## src/rtl/nibble_serial_addsub_ctrl.sv

```systemverilog
// Nibble-serial add/subtract sequencer around one shared 4-bit combinational adder.
// Processes one nibble per clock, least-significant nibble first, and reports the result with a start/done handshake.
module nibble_serial_addsub_ctrl #(
    parameter int unsigned WIDTH = 16
) (
    input  logic             i_clk,
    input  logic             i_reset,
    input  logic             i_start,
    input  logic             i_mode,
    input  logic [WIDTH-1:0] i_A,
    input  logic [WIDTH-1:0] i_B,
    output logic             o_busy,
    output logic             o_done,
    output logic [WIDTH-1:0] o_Result,
    output logic             o_Cout,
    output logic             o_Overflow,
    output logic [3:0]       o_fa_A,
    output logic [3:0]       o_fa_B,
    output logic             o_fa_Cin,
    input  logic [3:0]       i_fa_Sum,
    input  logic             i_fa_Cout
);

    localparam int unsigned NIBBLES = WIDTH / 4;
    localparam int unsigned IDX_W   = $clog2(NIBBLES);

    typedef enum logic [1:0] {
        IDLE = 2'd0,
        RUN  = 2'd1,
        DONE = 2'd2
    } state_t;

    state_t             state;
    state_t             state_next;
    logic [WIDTH-1:0]   a_r;
    logic [WIDTH-1:0]   b_r;
    logic [WIDTH-5:0]   res_r;
    logic               carry_r;
    logic [IDX_W-1:0]   idx;
    logic               last_c;

    assign last_c = (idx == IDX_W'(NIBBLES - 1));

    // Next-state and adder operand steering
    always_comb begin
        state_next = state;
        o_fa_A     = 4'h0;
        o_fa_B     = 4'h0;
        o_fa_Cin   = 1'b0;
        case (state)
            IDLE: begin
                if (i_start) state_next = RUN;
            end
            RUN: begin
                o_fa_A   = a_r[{idx, 2'b00} +: 4];
                o_fa_B   = b_r[{idx, 2'b00} +: 4];
                o_fa_Cin = carry_r;
                if (last_c) state_next = DONE;
            end
            DONE: begin
                state_next = IDLE;
            end
            default: begin
                state_next = IDLE;
            end
        endcase
    end

    // State, datapath and registered outputs
    always_ff @(posedge i_clk) begin
        if (i_reset) begin
            state      <= IDLE;
            a_r        <= '0;
            b_r        <= '0;
            res_r      <= '0;
            carry_r    <= 1'b0;
            idx        <= '0;
            o_busy     <= 1'b0;
            o_done     <= 1'b0;
            o_Result   <= '0;
            o_Cout     <= 1'b0;
            o_Overflow <= 1'b0;
        end else begin
            state  <= state_next;
            o_busy <= (state_next == RUN);
            o_done <= (state_next == DONE);
            case (state)
                IDLE: begin
                    if (i_start) begin
                        a_r     <= i_A;
                        b_r     <= i_mode ? ~i_B : i_B;
                        carry_r <= i_mode;
                        idx     <= '0;
                    end
                end
                RUN: begin
                    // Lower nibbles shift in from the top; the last nibble goes straight to the output
                    res_r   <= {i_fa_Sum, res_r[WIDTH-5:4]};
                    carry_r <= i_fa_Cout;
                    idx     <= idx + 1'b1;
                    if (last_c) begin
                        o_Result   <= {i_fa_Sum, res_r};
                        o_Cout     <= i_fa_Cout;
                        o_Overflow <= (a_r[WIDTH-1] == b_r[WIDTH-1]) &&
                                      (i_fa_Sum[3] != a_r[WIDTH-1]);
                    end
                end
                default: begin
                end
            endcase
        end
    end

endmodule

```

## config.mk

```make
export PLATFORM = sky130hd
export DESIGN_NAME = nibble_serial_addsub_ctrl
export DESIGN_NICKNAME = d
export VERILOG_FILES = /design/src/rtl/nibble_serial_addsub_ctrl.sv
export SDC_FILE = /design/constraint.sdc
export NUM_CORES = 1
export LEC_CHECK = 0
export ABC_AREA = 1
export CAP_MARGIN = 20
export CORE_MARGIN = 2
export CORE_UTILIZATION = 44
export DETAILED_ROUTE_END_ITERATION = 7
export PLACE_DENSITY = 0.85
export SLEW_MARGIN = 20
export SYNTH_ARGS = -nofsm -noshare
export SYNTH_HDL_FRONTEND = slang
export SYNTH_SLANG_ARGS = --single-unit
```

## constraint.sdc

```tcl
create_clock -name i_clk -period 1.1 [get_ports i_clk]
set_input_delay 0.165 -clock i_clk [delete_from_list [all_inputs] [get_ports i_clk]]
set_output_delay 0.165 -clock i_clk [all_outputs]
set_load 0.01 [all_outputs]
```

==> run_results.csv <==
group,metric,value,unit
detailed_routing,drt_iter0_markers,247,
setup_path,worstSetupPathType,"flip-flop to output pin",
cts,htree_num_levels,3,
sta,setup_violations,79,
pwr,power.density,1270,mW/mm²
layout,antennaDiodeCount,0,
detailed_routing,drt-total-wl,11500,µm
place,port-buffer-count,69,
hold_path,hold_path.startpoint,"i_fa_Sum[1]",
run_status,violations,"negative setup slack",
layout,drive_above_1_share,0.478,
global_route,grt_first_pass_wirelength,14600,µm
sta,slew_headroom,0.788,
global_route,antenna_found_initial,0,
cts,cts_tree,"built",
global_route,track_usage,0.259,
run_status,status,"finished with violations",
pwr,power_leakage,0.00213,µW
detailed_routing,avgRoutedWirePerCell,18.8,µm
synthesis,ys_ff_latch,69,
synthesis,synth.top_cell.area_share,0.476,
setup_path,required,940,ps
synthesis,synth_warnings,0,
die,start_util,0.457,
synthesis,syn_nets,451,
cts,clkSlewWorstSetupHoldPaths,90,ps
synthesis,postSynthAreaPerCell,7.10,µm²
cts,insertion_delay,360,ps
detailed_routing,dr.pass1.iters,5,
cts,cts_inserted_buffers,9,
die,die_height,85.2,µm
die,rows,29,
pwr,power.total,6310,µW
setup_path,critPathArrivalTime,1500,ps
layout,area_delta_synth_final,71.2,%
setup_path,crit_fanout,8,
sta,setup_ws,-563,ps
place,gp_congestion,0.841,
layout,fin_util,0.783,
sta,report.final.slew_viol_count,0,
hold_path,min_delay_path_depth,3,
global_route,grt_pass1_vias,3022,
synthesis,synth_edf_count,0,
synthesis,synth.most_common_cell,"nor2_1",
die,die_width,85.2,µm
detailed_routing,vias,3369,
setup_path,cp-end-kind,"output pin",
synthesis,syn_inst,409,
setup_path,critPathLaunchType,"flip-flop",
sta,fmax,601,MHz
setup_path,rr_endpoint,"o_Overflow",
sta,clock-skew-final,8.40,ps
synthesis,ys.flop_type,"dfxtp_1",
synthesis,ys_top_cells_by_count,"128 x nor2_1, 73 x nand2_1, 69 x dfxtp_1, 55 x o21ai_0, 16 x xnor2_1",
sta,finalHoldViolations,0,
sta,period_minus_slack,1660,ps
cts,clk_path_buf_depth,2,
synthesis,ys_seq_area_frac,0.476,
die,core,0.00635,mm²
cts,cts_sinks,69,
synthesis,synth_cell_types,18,
synthesis,synth_area_leaders,"dfxtp_1 48%, nor2_1 17%, o21ai_0 9.5%, nand2_1 9.4%, xnor2_1 4.8%",
detailed_routing,drt-vias-per-instance,5.54,
detailed_routing,drcViolationCount,0,
cts,holdBufCountCts,0,
setup_path,r2r-start,"idx[0]",
setup_path,r2r_cells,10,
pwr,ir_drop,1.13,mV
synthesis,yosysTopAreaCell,"dfxtp_1",
sta,min_period_over_period,1.51,
hold_path,hold_end,"o_Result[13]",
cts,cts_root_buf,"clkbuf_8",
place,pre_cts_ws,-556,ps
job,drv_cap,0,
synthesis,postSynth.asyncResetShare,0,
hold_path,hold_path_class,"input pin to flip-flop",
sta,worst_pin_slew,316,ps
die,die_area,0.00726,mm²
global_route,grt_max_degree,30,
detailed_routing,drtAntennaViolNets,0,
synthesis,netlist_area,0.00290,mm²
place,hpwl,5040,µm
global_route,globalRoute.totalOverflow,0,
layout,nets,568,
setup_path,rrSetupSlack,-460,ps
sta,rsz0062_at_grt,"yes",
die,io_pins,70,
[cell type report]
cell class | instances | area (µm²)
clock buffers | 9 | 124
clock inverters | 7 | 62.6
fillers | 355 | 1380
inverters | 15 | 87.6
multi-input cells | 302 | 1850
flip-flops and latches | 69 | 1410
well taps | 77 | 96.3
repair buffers | 129 | 1340
[critical path, cell delays in order, from the launching register on]
cell	delay [ps]
dfxtp_4	400
buf_8	140
nand2_1	80
nand2_1	110
nand2_1	120
a21oi_2	140
buf_2	150
[power breakdown]
part           internal (µW)  leakage (µW)  switching (µW)  total (µW)
Combinational            703       0.00146             766        1470
Sequential              2650      0.000577             141        2800
Clock                    870     0.0000931            1170        2040
Total                   4230       0.00213            2080        6310
[metal layers]
layer  up-vias  global-route usage  routed length, µm
met4         0               0.128                466
met3        48              0.0642                870
li1       1531                   -                  -
met1      1590               0.295               4210
met2       200               0.450               5900
met5         -                   0                  0
[flip-flops by register name, summed over array words and instances, names as in the netlist]
register / count
b_r: 16
o_busy: 1
o_Result: 16
o_Cout: 1
res_r: 12
carry_r: 1
a_r: 16
o_Overflow: 1
idx: 2
o_done: 1
state: 2
[cells by family after synthesis]
logic type | after synthesis | synth area share
simple gates | 215 | 0.287
compound gates | 69 | 0.119
flops | 69 | 0.476
buf+inv | 39 | 0.0651
xor+xnor | 16 | 0.0483
fa+ha+maj | 1 | 0.00431
[through the flow]
stage,hold slack [ps],cells,TNS [ps],cell area (µm²)
3_5_place_dp,458,556,-24840,3840
4_1_cts,402,594,-15480,4480
5_1_grt,427,608,-21960,4970
3_3_place_gp,449,556,-22030,3840
2_1_floorplan,227,409,-728,2950
6_report,409,608,-19630,4970
[placed cells by master (no fill, tap or decap), drive strengths merged]
cell / instances
xnor2: 16
nand3: 9
nor3: 1
nand2: 75
nor2: 131
clkinvlp: 2
ha: 1
o21ai: 55
clkbuf: 13
clkdlybuf4s15: 9
inv: 19
a21oi: 14
buf: 76
clkinv: 1
clkdlybuf4s50: 40
dfxtp: 69
[what timing repair did]
action,4_1_cts,5_1_grt
buffers inserted,17,20
cloned,6,1
pin swaps,33,34
setup endpoints to repair,98,96
resized for setup,203,163
[how the worst max path moves through the flow]
stage / from / endpoint / slack, ps
floorplan: idx[1] / o_Result[5] / -60
global placement: idx[1] / o_fa_B[0] / -510
detailed placement: idx[1] / o_fa_B[1] / -560
CTS: idx[1] / o_fa_B[1] / -430
global route: idx[0] / o_fa_B[2] / -600
finish: idx[0] / o_fa_B[2] / -560
No activity file was read; power rests on OpenSTA's default activity.
